$ cat src/rtl/nn_pkg.sv
// Shared constants and types for the output-layer bias path (ROM and loader).
package nn_pkg;

    localparam int unsigned NUM_BIAS    = 10;
    localparam int unsigned BIAS_W      = 16;
    localparam int unsigned BIAS_ADDR_W = 4;

    // Loader control states
    typedef enum logic [1:0] {
        S_IDLE = 2'd0,
        S_LOAD = 2'd1,
        S_DONE = 2'd2
    } loader_state_t;

endpackage

$ cat src/rtl/bias_regfile.sv
// Bias storage: async-reset entries, one synchronous write port and a
// combinational read port that returns zero outside the populated range.
module bias_regfile #(
    parameter int unsigned NUM_ENTRIES = nn_pkg::NUM_BIAS,
    parameter int unsigned DATA_W      = nn_pkg::BIAS_W,
    parameter int unsigned ADDR_W      = nn_pkg::BIAS_ADDR_W
) (
    input  logic              clk,
    input  logic              rst,
    input  logic              we,
    input  logic [ADDR_W-1:0] waddr,
    input  logic [DATA_W-1:0] wdata,
    input  logic [ADDR_W-1:0] raddr,
    output logic [DATA_W-1:0] rdata
);

    localparam logic [ADDR_W:0] N_ENTRIES = (ADDR_W + 1)'(NUM_ENTRIES);

    logic [DATA_W-1:0] mem_q [NUM_ENTRIES];
    logic [DATA_W-1:0] mem_d [NUM_ENTRIES];

    // Next contents: only the addressed in-range entry changes on a write
    always_comb begin
        mem_d = mem_q;
        if (we && ({1'b0, waddr} < N_ENTRIES)) begin
            mem_d[waddr] = wdata;
        end
    end

    // Entry registers, cleared by reset
    always_ff @(posedge clk or posedge rst) begin
        if (rst) begin
            for (int unsigned i = 0; i < NUM_ENTRIES; i++) begin
                mem_q[i] <= '0;
            end
        end else begin
            mem_q <= mem_d;
        end
    end

    // Combinational read, zero for addresses past the last entry
    always_comb begin
        rdata = '0;
        if ({1'b0, raddr} < N_ENTRIES) begin
            rdata = mem_q[raddr];
        end
    end

endmodule

$ cat src/rtl/bias_loader.sv
// Runtime bias loader: assembles little-endian 16-bit words from a byte
// stream and writes them into the bias register file, exposing the same
// addr->data read port as the bias ROM.
module bias_loader #(
    parameter int unsigned NUM_BIAS = nn_pkg::NUM_BIAS,
    parameter int unsigned DATA_W   = nn_pkg::BIAS_W,
    parameter int unsigned ADDR_W   = nn_pkg::BIAS_ADDR_W
) (
    input  logic              clk,
    input  logic              rst,
    input  logic              start,
    input  logic              in_valid,
    input  logic [7:0]        in_data,
    output logic              in_ready,
    output logic              busy,
    output logic              done,
    output logic [ADDR_W-1:0] words_loaded,
    input  logic [ADDR_W-1:0] addr,
    output logic [DATA_W-1:0] data
);

    import nn_pkg::*;

    localparam logic [ADDR_W-1:0] LAST_PTR = ADDR_W'(NUM_BIAS - 1);

    loader_state_t     state_q, state_d;
    logic              hi_phase_q, hi_phase_d;
    logic [7:0]        lo_byte_q, lo_byte_d;
    logic [ADDR_W-1:0] wr_ptr_q, wr_ptr_d;
    logic [ADDR_W-1:0] words_loaded_q, words_loaded_d;
    logic              we;
    logic              accept;

    assign in_ready     = (state_q == S_LOAD);
    assign busy         = (state_q == S_LOAD);
    assign done         = (state_q == S_DONE);
    assign words_loaded = words_loaded_q;
    assign accept       = in_valid & in_ready;

    // Next state, byte assembly and write strobe; start overrides any byte
    always_comb begin
        state_d        = state_q;
        hi_phase_d     = hi_phase_q;
        lo_byte_d      = lo_byte_q;
        wr_ptr_d       = wr_ptr_q;
        words_loaded_d = words_loaded_q;
        we             = 1'b0;

        if (start) begin
            state_d        = S_LOAD;
            hi_phase_d     = 1'b0;
            wr_ptr_d       = '0;
            words_loaded_d = '0;
        end else begin
            case (state_q)
                S_IDLE: ;
                S_LOAD: begin
                    if (accept) begin
                        hi_phase_d = ~hi_phase_q;
                        if (!hi_phase_q) begin
                            lo_byte_d = in_data;
                        end else begin
                            we             = 1'b1;
                            words_loaded_d = words_loaded_q + ADDR_W'(1);
                            // Pointer holds at the last entry; leaving LOAD
                            // keeps it from wrapping.
                            if (wr_ptr_q == LAST_PTR) begin
                                state_d = S_DONE;
                            end else begin
                                wr_ptr_d = wr_ptr_q + ADDR_W'(1);
                            end
                        end
                    end
                end
                S_DONE: ;
                default: state_d = S_IDLE;
            endcase
        end
    end

    // Control and assembly registers
    always_ff @(posedge clk or posedge rst) begin
        if (rst) begin
            state_q        <= S_IDLE;
            hi_phase_q     <= 1'b0;
            lo_byte_q      <= '0;
            wr_ptr_q       <= '0;
            words_loaded_q <= '0;
        end else begin
            state_q        <= state_d;
            hi_phase_q     <= hi_phase_d;
            lo_byte_q      <= lo_byte_d;
            wr_ptr_q       <= wr_ptr_d;
            words_loaded_q <= words_loaded_d;
        end
    end

    bias_regfile #(
        .NUM_ENTRIES (NUM_BIAS),
        .DATA_W      (DATA_W),
        .ADDR_W      (ADDR_W)
    ) u_regfile (
        .clk   (clk),
        .rst   (rst),
        .we    (we),
        .waddr (wr_ptr_q),
        .wdata ({in_data, lo_byte_q}),
        .raddr (addr),
        .rdata (data)
    );

endmodule

$ cat config.mk
export PLATFORM = sky130hd
export DESIGN_NAME = bias_loader
export DESIGN_NICKNAME = d
export VERILOG_FILES = /design/src/rtl/nn_pkg.sv /design/src/rtl/bias_regfile.sv /design/src/rtl/bias_loader.sv
export SDC_FILE = /design/constraint.sdc
export NUM_CORES = 1
export LEC_CHECK = 0
export ABC_AREA = 1
export CORE_UTILIZATION = 25
export DETAILED_ROUTE_END_ITERATION = 8
export GPL_TIMING_DRIVEN = 0
export SYNTH_ARGS = -nofsm -noshare
export SYNTH_HDL_FRONTEND = slang
export SYNTH_SLANG_ARGS = --single-unit
export TNS_END_PERCENT = 10
$ cat constraint.sdc
create_clock -name clk -period 7.6 [get_ports clk]
set_input_delay 0.76 -clock clk [delete_from_list [all_inputs] [get_ports clk]]
set_output_delay 0.76 -clock clk [all_outputs]
set_load 0.01 [all_outputs]
Word level (Yosys, flattened, before mapping)

Cells that the tools add are included.

Output and inout bits: 23
Word-level logic and storage cells: 75
Bits in read-only memories: 0
Memories: 0
Bits in writable memories: 0
Register bits after elaboration: 179
Latch bits: 0

$add $sub $neg: 2
Multiply operators: 0
Order comparisons: 5
Reductions and logical operators: 12
Equal/unequal tests: 8
Shift operators: 0
Bitwise operators: 5
Muxes and demuxes: 28
Divide/modulo/power cells: 0

Operators with widths:

| cell                                                                          | count |
|---|---|
| 160-bit bitwise mux                                                           | 1 |
| 16-bit binary-select mux with 4-bit select                                    | 1 |
| 16-bit demux with 4-bit select                                                | 1 |
| 16-bit two-way mux                                                            | 4 |
| 4-bit two-way mux                                                             | 9 |
| 4-bit AND reduction                                                           | 3 |
| 5-bit >= comparator (second input constant)                                   | 2 |
| 4-bit NOT with 5-bit output                                                   | 2 |
| 3-bit by 2-bit inequality test with 1-bit output (second input constant)      | 3 |
| 4-bit by 1-bit adder with 4-bit output (second input constant)                | 2 |
| 4-bit less-than comparator (second input constant)                            | 2 |
| 2-bit two-way mux                                                             | 4 |
| 1-bit two-way mux                                                             | 7 |
| 2-bit nonzero test                                                            | 3 |
| 5-bit by 1-bit less-than comparator with 1-bit output (second input constant) | 1 |
| 4-bit == test (second input constant)                                         | 1 |
| 2-bit one-hot mux with 2 select lines                                         | 1 |
| 3-bit AND reduction                                                           | 1 |
| 2-bit by 1-bit == test with 1-bit output (second input constant)              | 1 |
| 2-bit == test (second input constant)                                         | 1 |
| 1-bit logical AND                                                             | 2 |
| 2-bit logical NOT                                                             | 1 |
| 2-bit by 1-bit inequality test with 1-bit output (second input constant)      | 1 |
| 2-bit inequality test (second input constant)                                 | 1 |
| 4 further kinds                                                               | 5 |

Depth between registers and ports, before layout

Gate-level depths: netlist of the first run.

Depth in word-level cells: 6
Mapped depth: 8
Mapped depth without buffers: 7

By module

Synthesis of the first run repeated with hierarchy kept, for this count alone.

Cells, all modules: 1090
Area total of the unflattened synthesis: 8505.7 µm²

By module, submodules not included:

| module       | instances | area each (µm²) | cells an instance |
|---|---|---|---|
| bias_regfile | 1         | 7534.7          | 981 |
| bias_loader  | 1         | 970.9           | 109 |

Least setup slack after synthesis of the first run

Ideal clock, no wire load.

Path type: input port to output port
Start point: input port addr[2]
End point: output port data[10]
Cell stages on the path: 8
Path buffers: 2
Arrival: 1.689 ns
Path slack: 5.151 ns
Path through: clkbuf_1 > inv_1 > clkbuf_1 > nand3_1 > a21oi_1 > nor2_1 > nand2_1 > nand2_1

Cells in the longest elaborated chain, start to end: 5
Elaborated cells on any way between the ends: 6
Those cells by class: 1 x order compare; 4 x mux; 1 x bitwise

RTL lines:

| element                                               | RTL line           | RTL |
|---|---|---|
| from (decl)                                           | bias_loader.sv:18  | `input logic [ADDR_W-1:0] addr,` |
| 4-bit NOT with 5-bit output (implied by the code)     | bias_regfile.sv:45 | `rdata = mem_q[raddr];` |
| 16-bit binary-select mux with 4-bit select            | bias_regfile.sv:45 |  |
| 16-bit two-way mux (implied by the code) (2 in a row) | bias_regfile.sv:45 |  |
| 16-bit two-way mux *                                  | bias_regfile.sv:44 | `if ({1'b0, raddr} < N_ENTRIES) begin` |
| to (decl)                                             | bias_loader.sv:19  | `output logic [DATA_W-1:0] data` |

Every way passes the cells marked *; elsewhere a longest branch is shown, timed or not. The select of a mux whose other input is x is not followed.

Final worst setup path of the first run

Start point: input port addr[0]
End point: output port data[12]

Same word-level chain as after synthesis.

==> impl_metrics.ini, run 1 <==
[placement]
place_hpwl_um = 22980
io_buffers = 37
gp_congestion = 0.9676
dpl-instance-area_um2 = 10480

[worst_setup_path]
endpoint_kind = output port
crit_required_ns = 6.84
worstPathMaxFanout = 10
start_kind = input pin
crit_arrival_ns = 3.60
critical_path_class = in -> out
worst-r2r-setup-slack_ns = 5.25
ff2ff_path_depth = 8
r2r-start = wr_ptr_q[0]
critPathLaunch = addr[0]
crit_end = data[12]
timing.rr.end = u_regfile.mem_q[25]

[global_routing]
grt_pass1_wl_um = 51050
first_global_vias = 8754
grt_use_total_pct = 17.46
antenna_found_initial = 0
grt_overflow = 0
grt_max_degree = 99

[pwr]
vdd_drop_max_uv = 130.0
power.leakage_nw = 5.612
p_per_area_nw_per_um2 = 211.0
totalPowerFinal_mw = 2.345

[floorplanning]
rows = 70
dieArea_um2 = 38540
coreArea_um2 = 36870
ioPinCount = 39
chipHeight_um = 196.3
fp.dieW_um = 196.3
initial_core_util_pct = 25.60

[synthesis]
synthXorXnorAreaFrac_pct = 0.09278
netlist_area_um2 = 9440
synth_top_family_by_area = simple AND/OR/NAND/NOR gates
synth_top_area_share_pct = 47.45
yosys_warnings = 0
synth_nets = 1305
muxShareOfSynthArea_pct = 0
synth_compound_gate_area_share_pct = 2.399
synth-simple-area-share_pct = 39.89
ys_top_cells_by_area = dfrtp_1, nand2_1, nand4_1, nand3_1, inv_1
postSynthAreaPerCell_um2 = 7.352
synth_seq_cells = 179
syn_inst = 1284
synth.largest_area_cell = dfrtp_1
yosysSeqAreaShare_pct = 47.45
yosysUniqueCellTypes = 24
synth_fa_ha_area_share_pct = 0.6627

[sta]
slew_violations = 0
min_period_ns = 4.357
setup_violations = 0
rsz0062_at_grt = false
max_clock_freq_mhz = 229.5
max_slew.worst_pin.slew_ns = 1.192
fin_skew_ns = 0.01199
slew_headroom_pct = 20.55
fin_crit_sh_pct = 57.32
hold_violations = 0

[detailed_routing]
dr.first_iter.drc_count = 852
vias_per_cell = 4.916
routed_wl_um = 33080
drc = 0
firstDrtPassIters = 5
wire_per_inst_um = 17.81
antenna_left = 0
route.vias.total = 9129

[clocking]
cts_setup_buffers = 0
cts_root_buf = clkbuf_16
insertion_delay_ns = 0.43
cts_num_sinks = 179
cts_made_buffers = 17
htree_num_levels = 4
clkTransAtPathRegs_ns = 0.07
max-clock-path-buffers = 2
cts_resized = 0
ctsHoldBuffers = 0
cts_tree = done

[final_layout]
fin_util_pct = 30.14
fin_nets = 1362
antennaDiodeCount = 0
synthToLayoutAreaGrowth_pct = 17.71
design_area_um2 = 11110
fillers = 3999
layout-drive-gt1-share_pct = 7.539

[outcome]
outcome = completed

[worst_hold_path]
hp-class = reg -> reg

[flow_run]
maxCapViolations = 0
synthesized netlist by cell type, drive strengths merged:
library cell / n
nor3: 3
buf: 56
inv: 106
dfrtp: 179
nor2: 31
o21ai: 24
or2: 7
ha: 5
clkbuf: 49
clkinv: 2
nand3: 109
xor2: 1
nand2: 528
nand4: 164
o211ai: 1
a21oi: 19
flip-flops by register name (all words and copies together), names as in the netlist:
register         flops
hi_phase_q           1
words_loaded         4
u_regfile.mem_q    160
lo_byte_q            8
state_q              2
wr_ptr_q             4
where the power goes:
part,switching [mW],total (mW),internal (mW)
combinational,0.234,0.321,0.0877
clock,0.402,0.968,0.565
sequential,0.0404,1.06,1.02
worst min path at each step:
stage	start	depth (start not counted)	endpoint
after floorplan	u_regfile.mem_q[144]	2	u_regfile.mem_q[144]
after CTS	u_regfile.mem_q[144]	2	u_regfile.mem_q[144]
final	u_regfile.mem_q[69]	2	u_regfile.mem_q[69]
after global placement	u_regfile.mem_q[144]	2	u_regfile.mem_q[144]
after global routing	u_regfile.mem_q[85]	2	u_regfile.mem_q[85]
after detailed placement	u_regfile.mem_q[93]	2	u_regfile.mem_q[93]
stage by stage:
step / TNS [ns] / setup slack (ns) / hold slack, ns / std cells
global placement: -120.37 / -0.6892 / 0.4524 / 1825
finish: 0 / 3.243 / 0.4709 / 1857
CTS: 0 / 3.320 / 0.4743 / 1857
global route: 0 / 3.112 / 0.4883 / 1857
floorplan: 0 / 1.981 / 0.4338 / 1284
detailed placement: 0 / 3.333 / 0.4559 / 1826
placed cells by master (no fill, tap or decap), drive strengths merged:
master,instances
nand2,528
dfrtp,179
nand4,164
inv,111
nand3,109
clkbuf,67
buf,57
clkdlybuf4s50,37
nor2,31
o21ai,24
a21oi,19
or2,7
ha,5
clkinv,5
bufinv,4
nor3,3
o211ai,1
xor2,1
clkinvlp,1
critical path: stages:
cell	delay, ns
clkdlybuf4s50_1	0.53
clkbuf_1	0.55
clkbuf_1	0.51
nand2_1	0.10
a21oi_1	0.35
nand3_1	0.12
nand2_1	0.14
clkdlybuf4s50_1	0.54
per-layer routing:
metal	track usage (%)	routed length, um	share of wire, %
met1	23.81	14770	45
met2	26.69	14570	44
met3	3.369	2446	7.4
met4	7.813	1302	3.9
met5	0	0	0
final cells by class:
type / instances / area (um^2) / area share (%)
Clock buffer: 18 / 439.2 / 3.952
Inverter: 108 / 412.9 / 3.716
Multi-Input combinational cell: 892 / 4064 / 36.57
Sequential cell: 179 / 4479 / 40.31
Timing Repair Buffer: 38 / 397.9 / 3.581
Tap cell: 504 / 630.6 / 5.675
Clock inverter: 13 / 196.4 / 1.768
Buffer: 105 / 491.7 / 4.425
cells by family after synthesis:
kind of cell    count (synthesis)
fa+ha+maj                       5
simple gates                  842
buf+inv                       213
xor+xnor                        1
compound gates                 44
flops                         179
Note: power is estimated with default switching activity, not from simulation.
==> run 2, diff against run 1 <==
==> constraint.sdc (replaced) <==
create_clock -name clk -period 4.4 [get_ports clk]
set_input_delay 0.44 -clock clk [delete_from_list [all_inputs] [get_ports clk]]
set_output_delay 0.44 -clock clk [all_outputs]
set_load 0.01 [all_outputs]
==> impl_metrics.ini, run 2 (synthesis results as in run 1) <==
[final_layout]
largest_register_ff_count = 160
antennaDiodeCount = 0
final_common_cell = nand2_1
stdcell_count = 1862
design_area_um2 = 11140
fin_nets = 1366
top_register = u_regfile.mem_q
final_cell_mix = nand2_1, dfrtp_1, nand4_1
reg_top3 = u_regfile.mem_q (160), lo_byte_q (8)
synthToLayoutAreaGrowth_pct = 17.97
fin_util_pct = 30.20
layout-drive-gt1-share_pct = 7.879

[floorplanning]
dieArea_um2 = 38540
coreArea_um2 = 36870
rows = 70
fp.dieW_um = 196.3
chipHeight_um = 196.3
ioPinCount = 39
initial_core_util_pct = 25.60

[clocking]
cts_root_buf = clkbuf_16
max-clock-path-buffers = 2
cts_setup_buffers = 0
cts_num_sinks = 179
cts_resized = 0
htree_num_levels = 4
ctsHoldBuffers = 0
clkTransAtPathRegs_ns = 0.08
insertion_delay_ns = 0.44
cts_tree = done
cts_made_buffers = 17

[placement]
gp_congestion = 0.9640
io_buffers = 37
placed_cells_incl_taps = 1830
dpl-instance-area_um2 = 10550
place_hpwl_um = 23300

[global_routing]
grt_overflow = 0
antenna_found_initial = 0
grt_max_degree = 42
grt_pass1_wl_um = 51490
grt_use_total_pct = 17.62
first_global_vias = 8720

[detailed_routing]
drc = 0
wire_per_inst_um = 17.75
routed_wl_um = 33050
antenna_left = 0
firstDrtPassIters = 7
route.vias.total = 9067
dr.first_iter.drc_count = 931
vias_per_cell = 4.869

[sta]
fin_crit_sh_pct = 85.07
min_period_ns = 3.743
rsz0062_at_grt = false
hold_violations = 0
setup_violations = 0
slew_violations = 0
fin_skew_ns = 0.01236
slew_headroom_pct = 20.89
max_clock_freq_mhz = 267.2
finalSetupTns_ns = 0
max_slew.worst_pin.slew_ns = 1.187

[worst_setup_path]
endpoint_kind = output port
ff2ff_path_depth = 8
crit_required_ns = 3.96
worstPathMaxFanout = 10
crit_arrival_ns = 3.30
critical_path_class = in -> out
start_kind = input pin

[pwr]
vdd_drop_max_uv = 192.6
p_per_area_nw_per_um2 = 355.7
power.leakage_nw = 5.618

[outcome]
outcome = completed

[flow_run]
maxCapViolations = 0

[worst_hold_path]
hp-class = in -> async
[run 2: area by class of cell]
type / instances / area, um^2
Multi-Input combinational cell: 892 / 4064
Fill cell: 4013 / 25740
Timing Repair Buffer: 42 / 470.5
Clock inverter: 15 / 166.4
Sequential cell: 179 / 4479
Buffer: 105 / 491.7
Tap cell: 504 / 630.6
Inverter: 108 / 409.1
Clock buffer: 17 / 425.4
[run 2: metrics by stage]
stage                     total power, mW  hold WS, ns  worst slack (ns)
final                               3.961       0.2206            0.6568
after CTS                           3.958       0.2137            0.7339
after global routing                4.095       0.2334            0.5477
after global placement              2.379       0.4505           0.07419
after detailed placement            2.397       0.4582            0.7424
after floorplan                     2.145       0.4338             1.665
[run 2: power by group]
part	switching [mW]	total, mW	internal, mW
clock	0.769	1.58	0.812
combinational	0.402	0.559	0.158
sequential	0.0685	1.82	1.75
total	1.24	3.96	2.72
[run 2: worst max-delay path, stage by stage]
cell	delay, ns
clkdlybuf4s50_1	0.54
clkbuf_1	0.55
clkbuf_1	0.51
nand2_1	0.10
a21oi_1	0.35
nand3_1	0.11
nand2_1	0.14
clkdlybuf4s50_1	0.55
[run 2: path summary, 6_finish.rpt]
path                                    start                   end  slack [ns]
max                                   addr[0]              data[13]        0.66
min                                       rst       words_loaded[2]        0.22
max reg2reg                       wr_ptr_q[0]   u_regfile.mem_q[24]        2.13
min reg2reg                u_regfile.mem_q[7]    u_regfile.mem_q[7]        0.47
max in group asynchronous                 rst  u_regfile.mem_q[140]        3.17
min in group clk           u_regfile.mem_q[7]    u_regfile.mem_q[7]        0.47
[run 2: routing by layer]
metal	GRT usage [%]	share of wire, %	vias to the layer above	wire length [um]
met5	0	0	-	0
met4	5.093	2.0	0	675
met3	2.647	6.6	44	2192
met2	27.83	46	345	15130
met1	24.82	46	4380	15060
li1	-	-	4298	-
